### src/rtl/apb_reg_slave_if.sv
// APB3 bus bundle between a requester and the apb_reg_slave completer.
//   paddr/pwrite/psel/penable/pwdata : requester -> completer
//   prdata/pready/pslverr            : completer -> requester
interface apb_reg_slave_if #(
  parameter int ADDR_W = 32,
  parameter int DATA_W = 32
);
  logic [ADDR_W-1:0] paddr;
  logic              pwrite;
  logic              psel;
  logic              penable;
  logic [DATA_W-1:0] pwdata;
  logic [DATA_W-1:0] prdata;
  logic              pready;
  logic              pslverr;

  modport master (
    output paddr, pwrite, psel, penable, pwdata,
    input  prdata, pready, pslverr
  );

  modport slave (
    input  paddr, pwrite, psel, penable, pwdata,
    output prdata, pready, pslverr
  );
endinterface

### src/rtl/apb_reg_slave.sv
// APB3 completer register bank.
//   apb_pclk   : clock
//   apb_preset : synchronous active-high reset
//   apb        : APB bus (slave modport): paddr, pwrite, psel, penable, pwdata
//                in; prdata, pready, pslverr out
//   ctrl_out   : current CTRL register value
// Map (offset from BASE_ADDR): 0x00 ID (RO), 0x04 CTRL (RW, [3:0] = wait
// states), 0x08 TXN_CNT (RO), 0x0C.. scratch (RW).
module apb_reg_slave #(
  parameter int                         APB_ADDR_WIDTH = 32,
  parameter int                         APB_DATA_WIDTH = 32,
  parameter int                         NUM_REGS       = 8,
  parameter logic [APB_ADDR_WIDTH-1:0]  BASE_ADDR      = 32'h1000_0000,
  parameter logic [APB_DATA_WIDTH-1:0]  ID_VALUE       = 32'hA0B0_0001
) (
  input  logic                      apb_pclk,
  input  logic                      apb_preset,
  apb_reg_slave_if.slave            apb,
  output logic [APB_DATA_WIDTH-1:0] ctrl_out
);

  localparam int                        IDX_W = $clog2(NUM_REGS);
  localparam logic [APB_ADDR_WIDTH-1:0] SPAN  = APB_ADDR_WIDTH'(4 * NUM_REGS);

  typedef enum logic {IDLE = 1'b0, ACCESS = 1'b1} state_t;

  state_t                    state_q, state_d;
  logic [IDX_W-1:0]          idx_q;
  logic                      write_q;
  logic [APB_DATA_WIDTH-1:0] wdata_q;
  logic                      err_q;
  logic [3:0]                wcnt_q;

  logic [APB_DATA_WIDTH-1:0] ctrl_q;
  logic [APB_DATA_WIDTH-1:0] txn_q;
  logic [APB_DATA_WIDTH-1:0] scratch_q [NUM_REGS-3];

  logic [APB_ADDR_WIDTH-1:0] offset;
  logic [IDX_W-1:0]          idx;
  logic                      dec_err;
  logic                      setup;
  logic                      complete;
  logic [APB_DATA_WIDTH-1:0] rsel;

  // Address decode on the live bus; only sampled on the setup cycle.
  always_comb begin
    offset  = apb.paddr - BASE_ADDR;
    idx     = offset[IDX_W+1:2];
    dec_err = (apb.paddr[1:0] != 2'b00) ||
              (apb.paddr < BASE_ADDR)   ||
              (offset >= SPAN)          ||
              (apb.pwrite && (idx == IDX_W'(0) || idx == IDX_W'(2)));
  end

  assign setup = (state_q == IDLE) && apb.psel && !apb.penable;

  // State register plus the per-transfer latches.
  always_ff @(posedge apb_pclk) begin
    if (apb_preset) begin
      state_q <= IDLE;
      wcnt_q  <= '0;
      err_q   <= 1'b0;
      write_q <= 1'b0;
    end else begin
      state_q <= state_d;
      if (setup) begin
        idx_q   <= idx;
        write_q <= apb.pwrite;
        wdata_q <= apb.pwdata;
        err_q   <= dec_err;
        // Wait count is taken from CTRL as it stands at setup, so a CTRL
        // write only affects transfers that start after it commits.
        wcnt_q  <= ctrl_q[3:0];
      end else if (state_q == ACCESS && apb.psel && wcnt_q != 4'd0) begin
        wcnt_q  <= wcnt_q - 4'd1;
      end
    end
  end

  // Next-state logic. psel dropping during ACCESS aborts without commit;
  // psel+penable seen in IDLE without a setup phase is ignored.
  always_comb begin
    state_d = state_q;
    case (state_q)
      IDLE:    if (apb.psel && !apb.penable) state_d = ACCESS;
      ACCESS:  if (!apb.psel || wcnt_q == 4'd0) state_d = IDLE;
      default: state_d = IDLE;
    endcase
  end

  // Output logic: completion is purely a function of registered state and psel.
  always_comb begin
    complete = (state_q == ACCESS) && apb.psel && (wcnt_q == 4'd0);
    rsel     = '0;
    case (idx_q)
      IDX_W'(0): rsel = ID_VALUE;
      IDX_W'(1): rsel = ctrl_q;
      IDX_W'(2): rsel = txn_q;
      default: begin
        for (int i = 3; i < NUM_REGS; i++)
          if (idx_q == IDX_W'(i)) rsel = scratch_q[i-3];
      end
    endcase
  end

  assign apb.pready  = complete;
  assign apb.pslverr = complete && err_q;
  assign apb.prdata  = (complete && !err_q) ? rsel : '0;
  assign ctrl_out    = ctrl_q;

  // Register bank. Writes and the transfer counter move only on an
  // error-free completion edge, using the latched address and data.
  always_ff @(posedge apb_pclk) begin
    if (apb_preset) begin
      ctrl_q <= '0;
      txn_q  <= '0;
      for (int i = 0; i < NUM_REGS - 3; i++) scratch_q[i] <= '0;
    end else if (complete && !err_q) begin
      txn_q <= txn_q + 1'b1;
      if (write_q) begin
        if (idx_q == IDX_W'(1)) ctrl_q <= wdata_q;
        for (int i = 3; i < NUM_REGS; i++)
          if (idx_q == IDX_W'(i)) scratch_q[i-3] <= wdata_q;
      end
    end
  end

endmodule
### src/flat_wrapper.sv
// flat-port wrapper written by rule: the top's interface ports become plain ports
module apb_reg_slave_flat 
#(
  parameter int                         APB_ADDR_WIDTH = 32,
  parameter int                         APB_DATA_WIDTH = 32,
  parameter int                         NUM_REGS       = 8,
  parameter logic [APB_ADDR_WIDTH-1:0]  BASE_ADDR      = 32'h1000_0000,
  parameter logic [APB_DATA_WIDTH-1:0]  ID_VALUE       = 32'hA0B0_0001
)
  (apb_pclk, apb_preset, ctrl_out, apb_paddr, apb_pwrite, apb_psel, apb_penable, apb_pwdata, apb_prdata, apb_pready, apb_pslverr);
  apb_reg_slave_if apb_i ();
  input  logic apb_pclk;
  input  logic apb_preset;
  output logic [APB_DATA_WIDTH-1:0] ctrl_out;
  input wire logic [$bits(apb_i.paddr)-1:0] apb_paddr;
  input wire logic [$bits(apb_i.pwrite)-1:0] apb_pwrite;
  input wire logic [$bits(apb_i.psel)-1:0] apb_psel;
  input wire logic [$bits(apb_i.penable)-1:0] apb_penable;
  input wire logic [$bits(apb_i.pwdata)-1:0] apb_pwdata;
  output wire logic [$bits(apb_i.prdata)-1:0] apb_prdata;
  output wire logic [$bits(apb_i.pready)-1:0] apb_pready;
  output wire logic [$bits(apb_i.pslverr)-1:0] apb_pslverr;
  assign apb_i.paddr = apb_paddr;
  assign apb_i.pwrite = apb_pwrite;
  assign apb_i.psel = apb_psel;
  assign apb_i.penable = apb_penable;
  assign apb_i.pwdata = apb_pwdata;
  assign apb_prdata = apb_i.prdata;
  assign apb_pready = apb_i.pready;
  assign apb_pslverr = apb_i.pslverr;
  apb_reg_slave #(.APB_ADDR_WIDTH(APB_ADDR_WIDTH), .APB_DATA_WIDTH(APB_DATA_WIDTH), .NUM_REGS(NUM_REGS), .BASE_ADDR(BASE_ADDR), .ID_VALUE(ID_VALUE)) u_core (.apb_pclk(apb_pclk), .apb_preset(apb_preset), .apb(apb_i), .ctrl_out(ctrl_out));
endmodule
### config.mk
export PLATFORM = sky130hd
export DESIGN_NAME = apb_reg_slave_flat
export DESIGN_NICKNAME = d
export VERILOG_FILES = /design/src/rtl/apb_reg_slave_if.sv /design/src/rtl/apb_reg_slave.sv /design/src/flat_wrapper.sv
export SDC_FILE = /design/constraint.sdc
export NUM_CORES = 1
export LEC_CHECK = 0
export ABC_AREA = 1
export CORE_ASPECT_RATIO = 0.6
export CORE_UTILIZATION = 50
export CTS_BUF_LIST = sky130_fd_sc_hd__clkbuf_4
export DETAILED_ROUTE_END_ITERATION = 12
export PLACE_DENSITY = 0.73
export SLEW_MARGIN = 10
export SYNTH_ARGS = -nofsm -noshare
export SYNTH_HDL_FRONTEND = slang
export SYNTH_SLANG_ARGS = --single-unit
export TNS_END_PERCENT = 30
### constraint.sdc
create_clock -name apb_pclk -period 7.68 [get_ports apb_pclk]
set_clock_uncertainty 0.1 [all_clocks]
set_input_delay 1.536 -clock apb_pclk [delete_from_list [all_inputs] [get_ports apb_pclk]]
set_output_delay 1.536 -clock apb_pclk [all_outputs]
set_load 0.005 [all_outputs]
==> flow_summary.toml <==
[worst_setup_path]
required_ns = 6.04
cp_cell_sequence = "clkdlybuf4s50_1 -> nand2_1 -> nor2_4 -> nand2_2 -> inv_2 -> o21ai_0 -> a211oi_1 -> clkdlybuf4s50_1"
worst_ep_arrival_time_ns = 4.65
crit_path_start_kind = "input pin"
path_class = "in2out"
rr_startpoint = "u_core.idx_q[2]"
critPathTopFamily = "buffers and inverters"
rr_worst_depth = 4
worst-path-buf-inv = 3
critical-path-slowest-cell = "inv_2"
end_kind = "output pin"
crit_path_max_fanout = 39
cp_common_cell = "clkdlybuf4s50_1"
timing.reg2reg.setup_slack_ns = 4.23
critPathMaxStageDelay_ns = 0.83
reg2reg_to = "u_core.scratch_q[0][70]"

[worst_hold_path]
hold_path_depth = 2
min_to = "u_core.ctrl_out[10]"
hold_path_class = "reg2reg"
min_from = "u_core.ctrl_out[10]"

[clock_tree]
cts.clk_slew.worst_paths_ns = 0.08
htree_levels = 2
cts_tree = "built"
cts_hold_buf = 0
clock_latency_ns = 0.74
cts_setup_buffers = 0
cts-resized-gates = 0
clkSinkCount = 266
cts_inserted_buffers = 61
cts_root_buf = "clkbuf_4"
ctsLongestPathBuffers = 3

[power]
clkPwrFrac = 0.409
pwr-share-seq = 0.539
internal-power_w = 0.00227
power_density_nw_per_um2 = 211
leakage_nw = 5.10
sw_frac_of_total = 0.230
combPwrFrac = 0.052
vdd_ir_drop_max_uv = 123
p_sw_w = 0.000676

[drt]
wl_met1_um = 15300
top_layer = "met5"
dr_wl_met2_um = 14200
totalWireLength_um = 34900
routedWlPerCell_um = 20.5
ant_nets = 0
vias = 9481
post-route-drc-count = 0
routed_via_density = 5.56
drt_pass1_iterations = 5
met3_length_um = 4630
dr.first_iter.drc_count = 1052

[placed_design]
place.gp.congestion = 0.990
dpl.hpwl_um = 23600
io_buffers = 134

[timing]
max_freq_ghz = 0.159
fin_crit_sh = 0.819
slew_viol_final = 0
setup_violations = 0
whs_ns = 0.369
worst_slew_pin_slew_ns = 1.23
tns_ns = 0
slew_headroom = 0.179
hold_viol_final = 0
finalCriticalPeriod_ns = 6.29
grt_setup_unrepaired = "no"

[finish]
area_growth_pct = 21.0
final_cell_mix = "213 x nand2_1, 195 x edfxtp_1, 134 x clkdlybuf4s50_1"
nNetsFinal = 1420
fillCellCount = 1841
final_common_cell = "nand2_1"
drive_gt1_frac = 0.102

[floorplan]
die_h_um = 120
dieArea_um2 = 23700
rows = 42
die_w_um = 198
start_util = 0.517
core_area_um2 = 22300
ios = 135

[job]
cap_violations = 0

[yosys]
yosys.area.top_type_share = 0.507
synth_area_leaders = "edfxtp_1 51%, dfxtp_1 12%, nand2_1 7.0%, nand3_1 5.2%, a21oi_1 5.0%"
synth_top_area_cell = "edfxtp_1"
synth_cells = 1197
yosys_warnings = 0
post_synth_num_cell_types = 32
syn_nets = 1269
syn_area_um2 = 11500
seq_area_frac_synth = 0.631
synth_area_per_cell_um2 = 9.64
synth-seq-cells = 266

[status]
outcome = "complete, no violations"

[grt]
first_global_vias = 8750
grt_pass1_wl_um = 51600
grt_max_degree = 66
antenna_found_initial = 2
gr-usage-all-layers = 0.298
globalRoute.totalOverflow = 0
-- registers in the layout (all words and copies together), names as in the netlist --
signal and cells:
u_core.ctrl_out 32, u_core.err_q 1, u_core.idx_q 3, u_core.scratch_q 160, u_core.state_q 1, u_core.txn_q 32
u_core.wcnt_q 4, u_core.wdata_q 32, u_core.write_q 1
-- worst max path at each step --
| stage | start | endpoint | slack, ns | depth (start not counted) |
|---|---|---|---|---|
| after floorplan | apb_psel | u_core.scratch_q[0][128] | 2.78 | 6 |
| after global placement | apb_psel | apb_prdata[28] | 1.60 | 8 |
| after detailed placement | apb_psel | apb_prdata[7] | 1.45 | 8 |
| after CTS | apb_psel | apb_prdata[7] | 1.42 | 8 |
| after global routing | apb_psel | apb_prdata[7] | 1.22 | 8 |
| final | apb_psel | apb_prdata[7] | 1.39 | 8 |
-- cell usage after synthesis (all sizes together) --
| master | instances |
|---|---|
| a211oi | 10 |
| a21oi | 115 |
| a31oi | 2 |
| buf | 25 |
| clkbuf | 33 |
| dfxtp | 71 |
| edfxtp | 195 |
| ha | 3 |
| inv | 128 |
| nand2 | 219 |
| nand3 | 120 |
| nand3b | 1 |
| nand4 | 2 |
| nor2 | 125 |
| nor3 | 8 |
| nor3b | 1 |
| nor4 | 4 |
| o211ai | 15 |
| o21ai | 98 |
| o221ai | 6 |
| o22ai | 9 |
| xor2 | 7 |
-- kinds of logic (layout without fill, tap and decap cells) --
logic type / count (synthesis) / after routing / synth area share
XOR/XNOR: 7 / 7 / 0.00531
AO/OA/AOI/OAI: 255 / 255 / 0.120
flip-flops: 266 / 266 / 0.631
adder cells (fa/ha/maj): 3 / 3 / 0.00325
AND/OR/NAND/NOR: 480 / 480 / 0.176
buffers and inverters: 186 / 385 / 0.0648
other: 0 / 1 / 0
-- layout make-up --
class                           instances  area, µm²  area share
Clock buffer                          104        781      0.0559
Clock inverter                          7       52.6     0.00376
Timing Repair Buffer                  146       1430       0.103
Sequential cell                       266       7280       0.521
Tap cell                              308        385      0.0276
Multi-Input combinational cell        745       3550       0.254
Inverter                              128        480      0.0344
Antenna cell                            1       2.50    0.000179
-- layer usage --
metal / GRT usage / vias up
met5: 0 / -
met4: 0.0984 / 2
met3: 0.0942 / 52
met2: 0.407 / 578
met1: 0.447 / 4394
li1: - / 4455
-- per-stage QoR --
step	std cells	total power, W	setup slack (ns)	cell area, µm²	utilization
global route	1705	0.00305	1.22	14000	0.625
detailed placement	1593	0.00177	1.45	13100	0.588
CTS	1704	0.00295	1.42	14000	0.625
floorplan	1197	0.00169	2.78	11500	-
global placement	1593	0.00177	1.60	13100	0.588
finish	1705	0.00294	1.39	14000	0.625
-- power groups by stage --
stage               registers (W)  logic [W]  clock network (W)
floorplan                 0.00161  0.0000707                  0
global placement          0.00162   0.000150                  0
detailed placement        0.00162   0.000151                  0
CTS                       0.00159   0.000152            0.00121
global route              0.00159   0.000164            0.00129
finish                    0.00159   0.000153            0.00120
-- worst min-delay path: stages (launching register included) --
cell and delay, ns:
dfxtp_1 0.31, inv_1 0.06, a21oi_1 0.05
Note: power is estimated with default switching activity, not from simulation.
